===== src/rtl/obj_renderer_if.sv =====
// ============================================================================
// Module      : obj_renderer_if
// Description : Video timing, slot configuration and pixel-result bundle.
// Revision    : 1.0
// ============================================================================
`default_nettype none

interface obj_renderer_if #(
    parameter int NUM_OBJ = 4,
    parameter int IW      = (NUM_OBJ > 1) ? $clog2(NUM_OBJ) : 1
);
    logic [9:0]         h_cnt;
    logic [9:0]         v_cnt;
    logic               pix_valid;
    logic               frame_start;
    logic               is_dark;
    logic               cfg_we;
    logic [IW-1:0]      cfg_slot;
    logic [8:0]         cfg_x;
    logic [8:0]         cfg_y;
    logic [8:0]         cfg_sx;
    logic [8:0]         cfg_sy;
    logic [8:0]         cfg_alt_sx;
    logic               cfg_en;
    logic [NUM_OBJ-1:0] collect;
    logic [16:0]        pixel_addr;
    logic               is_object;
    logic [IW-1:0]      obj_id;
    logic [NUM_OBJ-1:0] collected;

    modport master (
        output h_cnt, v_cnt, pix_valid, frame_start, is_dark,
        output cfg_we, cfg_slot, cfg_x, cfg_y, cfg_sx, cfg_sy, cfg_alt_sx, cfg_en,
        output collect,
        input  pixel_addr, is_object, obj_id, collected
    );

    modport slave (
        input  h_cnt, v_cnt, pix_valid, frame_start, is_dark,
        input  cfg_we, cfg_slot, cfg_x, cfg_y, cfg_sx, cfg_sy, cfg_alt_sx, cfg_en,
        input  collect,
        output pixel_addr, is_object, obj_id, collected
    );
endinterface

`default_nettype wire


===== src/rtl/obj_renderer.sv =====
// ============================================================================
// Module      : obj_renderer
// Description : Multi-slot sprite overlay with pickup blink, 2-stage pipeline.
// Revision    : 1.0
// ============================================================================
`default_nettype none

module obj_renderer #(
    parameter int NUM_OBJ      = 4,
    parameter int OBJ_W        = 10,
    parameter int OBJ_H        = 10,
    parameter int SHEET_W      = 360,
    parameter int SHEET_DEPTH  = 86400,
    parameter int BLINK_FRAMES = 16,
    parameter int IW           = (NUM_OBJ > 1) ? $clog2(NUM_OBJ) : 1
) (
    input  wire logic     clk,
    input  wire logic     rst_n,
    obj_renderer_if.slave bus
);
    localparam int CW = $clog2(BLINK_FRAMES + 1);
    localparam logic [CW-1:0] C_LAST    = CW'(BLINK_FRAMES - 1);
    localparam logic [CW-1:0] C_BIT1    = CW'(2);
    localparam logic [31:0]   C_SHEET_W = 32'(SHEET_W);
    localparam logic [31:0]   C_DEPTH   = 32'(SHEET_DEPTH);

    typedef enum logic [1:0] {
        ST_HIDDEN = 2'd0,
        ST_SHOWN  = 2'd1,
        ST_BLINK  = 2'd2,
        ST_DONE   = 2'd3
    } slot_state_t;

    slot_state_t        r_state     [NUM_OBJ];
    slot_state_t        w_state_nxt [NUM_OBJ];
    logic [CW-1:0]      r_cnt       [NUM_OBJ];
    logic [CW-1:0]      w_cnt_nxt   [NUM_OBJ];
    logic [NUM_OBJ-1:0] r_collected;
    logic [NUM_OBJ-1:0] w_col_nxt;
    logic [8:0]         r_ox [NUM_OBJ];
    logic [8:0]         r_oy [NUM_OBJ];
    logic [8:0]         r_sx [NUM_OBJ];
    logic [8:0]         r_sy [NUM_OBJ];
    logic [8:0]         r_asx[NUM_OBJ];

    logic [8:0]         w_x;
    logic [8:0]         w_y;
    logic [NUM_OBJ-1:0] w_hit;
    logic [17:0]        w_dy [NUM_OBJ];
    logic [17:0]        w_dx [NUM_OBJ];
    logic [NUM_OBJ-1:0] r_hit;
    logic [17:0]        r_dy [NUM_OBJ];
    logic [17:0]        r_dx [NUM_OBJ];

    logic               w_any;
    logic [IW-1:0]      w_sel;
    logic [17:0]        w_sdy;
    logic [17:0]        w_sdx;
    logic [31:0]        w_lin;

    // Slot state transitions; a configuration write outranks everything else
    always_comb begin
        for (int i = 0; i < NUM_OBJ; i++) begin
            w_state_nxt[i] = r_state[i];
            w_cnt_nxt[i]   = r_cnt[i];
            w_col_nxt[i]   = r_collected[i];
            if (bus.cfg_we && (bus.cfg_slot == IW'(i))) begin
                w_state_nxt[i] = bus.cfg_en ? ST_SHOWN : ST_HIDDEN;
                w_cnt_nxt[i]   = '0;
                w_col_nxt[i]   = 1'b0;
            end else begin
                case (r_state[i])
                    ST_SHOWN: begin
                        if (bus.collect[i]) begin
                            w_state_nxt[i] = ST_BLINK;
                            w_cnt_nxt[i]   = '0;
                        end
                    end
                    ST_BLINK: begin
                        if (bus.frame_start) begin
                            w_cnt_nxt[i] = r_cnt[i] + 1'b1;
                            if (r_cnt[i] == C_LAST) begin
                                w_state_nxt[i] = ST_DONE;
                                w_col_nxt[i]   = 1'b1;
                            end
                        end
                    end
                    default: ;
                endcase
            end
        end
    end

    always_ff @(posedge clk) begin
        if (!rst_n) begin
            r_collected <= '0;
            for (int i = 0; i < NUM_OBJ; i++) begin
                r_state[i] <= ST_HIDDEN;
                r_cnt[i]   <= '0;
                r_ox[i]    <= '0;
                r_oy[i]    <= '0;
                r_sx[i]    <= '0;
                r_sy[i]    <= '0;
                r_asx[i]   <= '0;
            end
        end else begin
            r_collected <= w_col_nxt;
            for (int i = 0; i < NUM_OBJ; i++) begin
                r_state[i] <= w_state_nxt[i];
                r_cnt[i]   <= w_cnt_nxt[i];
                if (bus.cfg_we && (bus.cfg_slot == IW'(i))) begin
                    r_ox[i]  <= bus.cfg_x;
                    r_oy[i]  <= bus.cfg_y;
                    r_sx[i]  <= bus.cfg_sx;
                    r_sy[i]  <= bus.cfg_sy;
                    r_asx[i] <= bus.cfg_alt_sx;
                end
            end
        end
    end

    assign w_x = 9'(bus.h_cnt >> 1);
    assign w_y = 9'(bus.v_cnt >> 1);

    // Stage 1: per-slot hit test (32-bit compares so ox+OBJ_W cannot wrap)
    always_comb begin
        for (int i = 0; i < NUM_OBJ; i++) begin
            w_hit[i] = bus.pix_valid
                && ((r_state[i] == ST_SHOWN)
                    || ((r_state[i] == ST_BLINK) && ((r_cnt[i] & C_BIT1) == '0)))
                && ({23'd0, w_x} >= {23'd0, r_ox[i]})
                && ({23'd0, w_x} <  ({23'd0, r_ox[i]} + 32'(OBJ_W)))
                && ({23'd0, w_y} >= {23'd0, r_oy[i]})
                && ({23'd0, w_y} <  ({23'd0, r_oy[i]} + 32'(OBJ_H)));
            w_dy[i] = {9'd0, r_sy[i]} + {9'd0, w_y} - {9'd0, r_oy[i]};
            w_dx[i] = {9'd0, (bus.is_dark ? r_asx[i] : r_sx[i])}
                    + {9'd0, w_x} - {9'd0, r_ox[i]};
        end
    end

    always_ff @(posedge clk) begin
        if (!rst_n) begin
            r_hit <= '0;
            for (int i = 0; i < NUM_OBJ; i++) begin
                r_dy[i] <= '0;
                r_dx[i] <= '0;
            end
        end else begin
            r_hit <= w_hit;
            for (int i = 0; i < NUM_OBJ; i++) begin
                r_dy[i] <= w_dy[i];
                r_dx[i] <= w_dx[i];
            end
        end
    end

    // Stage 2: descending scan so the lowest hitting index is the last written
    always_comb begin
        w_any = 1'b0;
        w_sel = '0;
        w_sdy = '0;
        w_sdx = '0;
        for (int i = NUM_OBJ - 1; i >= 0; i--) begin
            if (r_hit[i]) begin
                w_any = 1'b1;
                w_sel = IW'(i);
                w_sdy = r_dy[i];
                w_sdx = r_dx[i];
            end
        end
        w_lin = ({14'd0, w_sdy} * C_SHEET_W) + {14'd0, w_sdx};
    end

    always_ff @(posedge clk) begin
        if (!rst_n) begin
            bus.is_object  <= 1'b0;
            bus.obj_id     <= '0;
            bus.pixel_addr <= '0;
        end else if (w_any) begin
            bus.is_object  <= 1'b1;
            bus.obj_id     <= w_sel;
            bus.pixel_addr <= 17'(w_lin % C_DEPTH);
        end else begin
            bus.is_object  <= 1'b0;
            bus.obj_id     <= '0;
            bus.pixel_addr <= '0;
        end
    end

    assign bus.collected = r_collected;

endmodule

`default_nettype wire


===== src/flat_wrapper.sv =====
// flat-port wrapper written by rule: the top's interface ports become plain ports
module obj_renderer_flat 
#(
    parameter int NUM_OBJ      = 4,
    parameter int OBJ_W        = 10,
    parameter int OBJ_H        = 10,
    parameter int SHEET_W      = 360,
    parameter int SHEET_DEPTH  = 86400,
    parameter int BLINK_FRAMES = 16,
    parameter int IW           = (NUM_OBJ > 1) ? $clog2(NUM_OBJ) : 1
)
  (clk, rst_n, bus_h_cnt, bus_v_cnt, bus_pix_valid, bus_frame_start, bus_is_dark, bus_cfg_we, bus_cfg_slot, bus_cfg_x, bus_cfg_y, bus_cfg_sx, bus_cfg_sy, bus_cfg_alt_sx, bus_cfg_en, bus_collect, bus_pixel_addr, bus_is_object, bus_obj_id, bus_collected);
  obj_renderer_if #(.NUM_OBJ(NUM_OBJ), .IW(IW)) bus_i ();
  input  wire logic clk;
  input  wire logic rst_n;
  input wire logic [$bits(bus_i.h_cnt)-1:0] bus_h_cnt;
  input wire logic [$bits(bus_i.v_cnt)-1:0] bus_v_cnt;
  input wire logic [$bits(bus_i.pix_valid)-1:0] bus_pix_valid;
  input wire logic [$bits(bus_i.frame_start)-1:0] bus_frame_start;
  input wire logic [$bits(bus_i.is_dark)-1:0] bus_is_dark;
  input wire logic [$bits(bus_i.cfg_we)-1:0] bus_cfg_we;
  input wire logic [$bits(bus_i.cfg_slot)-1:0] bus_cfg_slot;
  input wire logic [$bits(bus_i.cfg_x)-1:0] bus_cfg_x;
  input wire logic [$bits(bus_i.cfg_y)-1:0] bus_cfg_y;
  input wire logic [$bits(bus_i.cfg_sx)-1:0] bus_cfg_sx;
  input wire logic [$bits(bus_i.cfg_sy)-1:0] bus_cfg_sy;
  input wire logic [$bits(bus_i.cfg_alt_sx)-1:0] bus_cfg_alt_sx;
  input wire logic [$bits(bus_i.cfg_en)-1:0] bus_cfg_en;
  input wire logic [$bits(bus_i.collect)-1:0] bus_collect;
  output wire logic [$bits(bus_i.pixel_addr)-1:0] bus_pixel_addr;
  output wire logic [$bits(bus_i.is_object)-1:0] bus_is_object;
  output wire logic [$bits(bus_i.obj_id)-1:0] bus_obj_id;
  output wire logic [$bits(bus_i.collected)-1:0] bus_collected;
  assign bus_i.h_cnt = bus_h_cnt;
  assign bus_i.v_cnt = bus_v_cnt;
  assign bus_i.pix_valid = bus_pix_valid;
  assign bus_i.frame_start = bus_frame_start;
  assign bus_i.is_dark = bus_is_dark;
  assign bus_i.cfg_we = bus_cfg_we;
  assign bus_i.cfg_slot = bus_cfg_slot;
  assign bus_i.cfg_x = bus_cfg_x;
  assign bus_i.cfg_y = bus_cfg_y;
  assign bus_i.cfg_sx = bus_cfg_sx;
  assign bus_i.cfg_sy = bus_cfg_sy;
  assign bus_i.cfg_alt_sx = bus_cfg_alt_sx;
  assign bus_i.cfg_en = bus_cfg_en;
  assign bus_i.collect = bus_collect;
  assign bus_pixel_addr = bus_i.pixel_addr;
  assign bus_is_object = bus_i.is_object;
  assign bus_obj_id = bus_i.obj_id;
  assign bus_collected = bus_i.collected;
  obj_renderer #(.NUM_OBJ(NUM_OBJ), .OBJ_W(OBJ_W), .OBJ_H(OBJ_H), .SHEET_W(SHEET_W), .SHEET_DEPTH(SHEET_DEPTH), .BLINK_FRAMES(BLINK_FRAMES), .IW(IW)) u_core (.clk(clk), .rst_n(rst_n), .bus(bus_i));
endmodule

===== config.mk =====
export PLATFORM = sky130hd
export DESIGN_NAME = obj_renderer_flat
export DESIGN_NICKNAME = d
export VERILOG_FILES = /design/src/rtl/obj_renderer_if.sv /design/src/rtl/obj_renderer.sv /design/src/flat_wrapper.sv
export SDC_FILE = /design/constraint.sdc
export NUM_CORES = 1
export LEC_CHECK = 0
export ABC_AREA = 1
export BUFFER_PORTS_ARGS = -buffer_cell sky130_fd_sc_hd__buf_2
export CAP_MARGIN = 40
export CORE_MARGIN = 10
export CORE_UTILIZATION = 40
export DETAILED_ROUTE_END_ITERATION = 10
export PLACE_DENSITY = 0.61
export SYNTH_ARGS = -nofsm -noshare
export SYNTH_HDL_FRONTEND = slang
export SYNTH_SLANG_ARGS = --single-unit

===== constraint.sdc =====
create_clock -name clk -period 27.9 [get_ports clk]
set_input_delay 1.395 -clock clk [delete_from_list [all_inputs] [get_ports clk]]
set_output_delay 1.395 -clock clk [all_outputs]
set_load 0.1 [all_outputs]

==> impl_metrics.json, run 1 <==
{
  "status": "finished, final reports clean",
  "cts_sinks": 380,
  "syn_area_um2": 30500,
  "cts.path.max_buffers": 3,
  "grt_max_degree": 67,
  "yosysTopAreaCell": "edfxtp_1",
  "cp_slowest_cell": "o21ai_0",
  "post_cts_resized": 0,
  "grt_pass1_vias": 24600,
  "initial_utilization_pct": 40.2,
  "cp_common_cell": "nand2_1",
  "synth_flop_cell": "dfxtp_1",
  "ys_warn_count": 0,
  "avgSynthCellArea_um2": 7.64,
  "fin_nets": 4568,
  "vias_per_cell": 5.00,
  "cp_data_required_time_ns": 28.35,
  "setup_tns_ns": 0,
  "placementRows": 101,
  "synth_most_common_cell": "nand2_1",
  "htreeDepth": 2,
  "instances_no_fill": 5092,
  "synth_top_area_share_pct": 17.8,
  "start_kind": "flop",
  "layout-drive-gt1-share_pct": 10.5,
  "worstRegToRegCells": 102,
  "period_share_pct": 59.4,
  "cts_buffers": 40,
  "grt_use_total_pct": 17.3,
  "synth_cells": 3986,
  "synth_cell_types": 57,
  "synth_edf_count": 180,
  "die_x_um": 296,
  "drc": 0,
  "clkSlewWorstSetupHoldPaths_ns": 0.07,
  "power_mw": 1.79,
  "peakVddDrop_mv": 0.0492,
  "finalWirelength_um": 76500,
  "worst_pin_slew_ns": 0.869,
  "pwr_density_cell_nw_per_um2": 53.5,
  "first_iter_violations": 1155,
  "antenna_found_initial": 6,
  "relSlewSlack_pct": 42.1,
  "synth_seq_area_share_pct": 30.9,
  "cts_tree": "built",
  "core_um2": 75700,
  "rsz0062_at_grt": "no",
  "ant_nets": 0,
  "insertion_delay_ns": 0.59,
  "wire_per_inst_um": 15.0,
  "maxCapViolations": 0,
  "timing.fmax_mhz": 60.3,
  "ys_ff_latch": 380,
  "routabilityCongestion": 0.874,
  "fin_crit_ns": 16.58,
  "hpwl_um": 59500,
  "setup_viol": 0,
  "cts-root-buf": "clkbuf_16",
  "fillers": 7643,
  "firstDrtPassIters": 5,
  "io_pins": 102,
  "vias": 25500,
  "die_h_um": 296,
  "port_buffers": 99,
  "holdBufCountCts": 0,
  "grt-ovfl-total": 0,
  "post_cts_buffers": 0,
  "clock_skew_ns": 0.0380,
  "hold_class": "reg -> reg",
  "synth.area.top_cells": "edfxtp_1 18%, ha_1 15%, dfxtp_1 13%",
  "hold_violations": 0,
  "area_growth_pct": 9.68,
  "cp.arrival_ns": 17.03,
  "ys_top_cells_by_count": "677 x nand2_1, 585 x inv_1, 522 x nor2_1",
  "slowest_delay_ns": 0.67,
  "die-area_um2": 87600,
  "async_flop_share_pct": 0,
  "path_max_fanout": 38,
  "critPathKind": "reg -> reg",
  "grt_pass1_wl_um": 123000,
  "dp.cells": 5017,
  "crit_path_end_kind": "flop",
  "slew_violations": 0,
  "syn-num-nets": 4473,
  "p_leak_nw": 16.5,
  "whs_path_depth": 2
}
## critical path: cells and delay by family, from the launching register on
| family | cells | cell delay, ns |
|---|---|---|
| AOI/OAI and AO/OA | 7 | 2.25 |
| adders and majority gates | 5 | 1.87 |
| buffers and inverters | 12 | 1.50 |
| and+or+nand+nor | 77 | 10.27 |
| xor gates and xnor gates | 1 | 0.20 |
| DFF | 1 | 0.30 |
## cell usage in the layout (no fill, tap or decap), drive strengths merged, types with 5 or more instances in the layout
cell,n
nand2,768
inv,632
nor2,544
ha,367
a21oi,258
nand3,243
o21ai,215
dfxtp,200
edfxtp,180
xor2,133
buf,120
clkbuf,58
nor3,51
fa,42
nand4,41
mux2,36
a221oi,33
xnor2,31
nor4,24
o211ai,18
a211oi,13
o21bai,12
a21o,11
o21a,11
clkinv,10
o22ai,9
nand3b,8
a31oi,7
and2,5
o31ai,5
o221ai,5
## cells by family after synthesis
logic type / Yosys count / synth area share [%]
flops: 380 / 30.9
xor+xnor: 164 / 4.72
fa+ha+maj: 409 / 17.8
buf+inv: 697 / 8.87
mux: 37 / 1.36
simple gates: 1689 / 24.7
compound gates: 610 / 11.6
## through the flow
step	worst slack (ns)	utilization [%]	area [µm²]	hold WS, ns
after floorplan	14.93	-	30500	0.431
after CTS	11.35	44.1	33400	0.467
after global routing	9.54	44.1	33400	0.477
final	11.32	44.1	33400	0.463
after global placement	11.59	42.2	32000	0.447
after detailed placement	11.43	42.4	32100	0.452
## flip-flops by register name (all words and copies together), names as in the netlist
register / cells
u_core.r_dx: 72
u_core.r_dy: 72
u_core.r_asx: 36
u_core.r_ox: 36
u_core.r_oy: 36
u_core.r_sx: 36
u_core.r_sy: 36
u_core.r_cnt: 20
u_core.bus.pixel_addr: 17
u_core.r_state: 8
u_core.bus.collected: 4
u_core.r_hit: 4
u_core.bus.obj_id: 2
u_core.bus.is_object: 1
## area by class of cell
class	instances	area (µm²)	share of cell area [%]
diodes	2	5.00	0.0150
clock buffers	58	1180	3.54
flip-flops and latches	380	9410	28.2
multi-input cells	2909	18400	55.0
repair buffers	120	713	2.14
clock inverters	15	140	0.420
inverters	630	2370	7.10
well taps	978	1220	3.66
## worst paths after layout
path | startpoint | endpoint | slack (ns)
worst max register to register | u_core.r_hit[2] | u_core.bus.pixel_addr[15] | 11.32
worst max-delay path | u_core.r_hit[2] | u_core.bus.pixel_addr[15] | 11.32
worst min register to register | u_core.r_dx[0][2] | u_core.bus.pixel_addr[2] | 0.46
worst min-delay path | u_core.r_dx[0][2] | u_core.bus.pixel_addr[2] | 0.46
## power by group
group	leakage (nW)	internal (mW)	switching [mW]	total, mW
clock network	0.649	0.314	0.233	0.547
registers	3.42	0.657	0.0238	0.681
logic	12.5	0.197	0.363	0.561
total	16.5	1.17	0.620	1.79
## metal layers
metal	track usage [%]	up-vias	wire length (µm)
li1	-	13400	-
met4	4.78	8	1780
met2	30.7	341	37000
met1	21.6	11700	35000
met5	0	-	50
met3	2.30	103	2670
Note: power is estimated with default switching activity, not from simulation.
==> run 2, diff against run 1 <==
- PLACE_DENSITY: 0.61 -> 0.64
- clock period: 27.9 -> 14.3 ns (I/O delays scaled with it)
==> impl_metrics.json, run 2 (synthesized netlist as in run 1, its figures left out) <==
{
  "status": "finished, final reports clean",
  "fillers": 7311,
  "io_pins": 102,
  "layout_commonest_cell": "nand2_1",
  "ant_nets": 0,
  "p_leak_nw": 17.7,
  "period_share_pct": 95.4,
  "start_kind": "flop",
  "placementRows": 101,
  "port_buffers": 99,
  "peakVddDrop_mv": 0.105,
  "slowest_delay_ns": 0.54,
  "cts_tree": "built",
  "wl_met2_um": 38700,
  "switchingPower_mw": 1.27,
  "cts_buffers": 41,
  "cp.depth": 103,
  "cp.arrival_ns": 14.11,
  "clkSlewWorstSetupHoldPaths_ns": 0.06,
  "cts_sinks": 380,
  "setup_viol": 0,
  "critPathTopFamily": "simple AND/OR/NAND/NOR gates",
  "firstDrtPassIters": 6,
  "relSlewSlack_pct": 42.0,
  "route.met3.wl_um": 2640,
  "critPathBufInv": 20,
  "slew_violations": 0,
  "instances_no_fill": 5262,
  "initial_utilization_pct": 40.2,
  "cp_common_cell": "nand2_2",
  "combPwrFrac_pct": 33.0,
  "hpwl_um": 59400,
  "r2r-start": "u_core.r_hit[3]",
  "mostFrequentLayoutCells": "625 x nand2_1, 574 x inv_1, 509 x nor2_1",
  "finalWirelength_um": 78800,
  "rrSetupSlack_ns": 0.66,
  "drc": 0,
  "clockPowerShare_pct": 30.2,
  "die_h_um": 296,
  "first_iter_violations": 1231,
  "routabilityCongestion": 0.872,
  "grt-ovfl-total": 0,
  "fin_nets": 4739,
  "grt_pass1_vias": 25200,
  "reg_top3": "u_core.r_dx: 72 flops, u_core.r_dy: 72 flops",
  "fin_crit_ns": 13.64,
  "worst_pin_slew_ns": 0.871,
  "grt_use_total_pct": 17.1,
  "startpoint": "u_core.r_hit[3]",
  "vias": 26500,
  "die-area_um2": 87600,
  "setup_ws_ns": 0.658,
  "maxCapViolations": 0,
  "hold_violations": 0,
  "holdBufCountCts": 0,
  "core_um2": 75700,
  "critPathKind": "reg -> reg",
  "vias_per_cell": 5.04,
  "clock_skew_ns": 0.0328,
  "crit_path_end_kind": "flop",
  "wire_per_inst_um": 15.0,
  "die_x_um": 296,
  "cp_data_required_time_ns": 14.77,
  "cp_slowest_cell": "fa_1",
  "worstRegToRegCells": 103,
  "internal_power_mw": 2.36,
  "r2r_end": "u_core.bus.pixel_addr[14]",
  "dp.cells": 5087,
  "insertion_delay_ns": 0.58,
  "critPathCapture": "u_core.bus.pixel_addr[14]",
  "hold_class": "reg -> reg",
  "power_frac_seq_pct": 36.8,
  "pre_cts_slack_ns": -0.347,
  "cts.path.max_buffers": 3,
  "path_max_fanout": 11,
  "grt_pass1_wl_um": 123000,
  "utilization_pct": 47.3,
  "wl_met1_um": 35400,
  "grt_max_degree": 67,
  "top_layer_used": "met5",
  "cts-root-buf": "clkbuf_16",
  "htreeDepth": 2,
  "netSwitchingFraction_pct": 35.0,
  "pwr_density_cell_nw_per_um2": 101,
  "antenna_found_initial": 5,
  "timing.fmax_mhz": 73.3,
  "area_growth_pct": 17.6,
  "layout-drive-gt1-share_pct": 17.4
}
[run 2: metrics by stage]
step | cell area [µm²] | setup TNS, ns | total power [mW] | hold WS (ns)
after floorplan | 30500 | 0 | 2.17 | 0.431
after global placement | 32500 | -1.65 | 2.42 | 0.444
after detailed placement | 32600 | -3.13 | 2.44 | 0.453
after CTS | 34000 | 0 | 3.55 | 0.459
after global routing | 35800 | -2.51 | 3.86 | 0.478
final | 35800 | 0 | 3.63 | 0.467
[run 2: area by class of cell]
class,instances,area (µm²),share of cell area [%]
flip-flops and latches,380,9410,26.3
diodes,1,2.50,0.00699
multi-input cells,2920,19400,54.1
clock inverters,25,262,0.730
repair buffers,279,2050,5.73
clock buffers,49,1110,3.10
inverters,630,2380,6.64
well taps,978,1220,3.42
[run 2: what timing repair did]
item	in CTS	in global routing
cloned	0	13
gates resized for setup	7	223
setup buffers	0	87
pin swaps	0	104
endpoints found under the setup margin	10	10
[run 2: worst min path at each step]
stage                            start                        to  cells after the start  slack, ns
2_1_floorplan        u_core.r_dx[0][2]  u_core.bus.pixel_addr[2]                      2       0.43
6_report       u_core.bus.collected[1]   u_core.bus.collected[1]                      1       0.47
3_5_place_dp   u_core.bus.collected[1]   u_core.bus.collected[1]                      1       0.45
4_1_cts                     bus_cfg_en      u_core.r_state[0][6]                      3       0.46
3_3_place_gp   u_core.bus.collected[0]   u_core.bus.collected[0]                      1       0.44
5_1_grt                  bus_cfg_sx[7]         u_core.r_sx[3][7]                      3       0.48
[run 2: power by group through the flow]
stage / Sequential (mW) / Combinational, mW / Clock, mW
after floorplan: 1.34 / 0.835 / 0
after global placement: 1.35 / 1.07 / 0
after detailed placement: 1.35 / 1.09 / 0
after CTS: 1.33 / 1.10 / 1.11
after global routing: 1.35 / 1.36 / 1.16
final: 1.34 / 1.20 / 1.10
[run 2: metal layers]
| metal | vias up | track usage (%) |
|---|---|---|
| met3 | 133 | 1.85 |
| met1 | 12200 | 21.5 |
| li1 | 13700 | - |
| met4 | 8 | 4.54 |
| met2 | 418 | 30.6 |
| met5 | - | 0 |
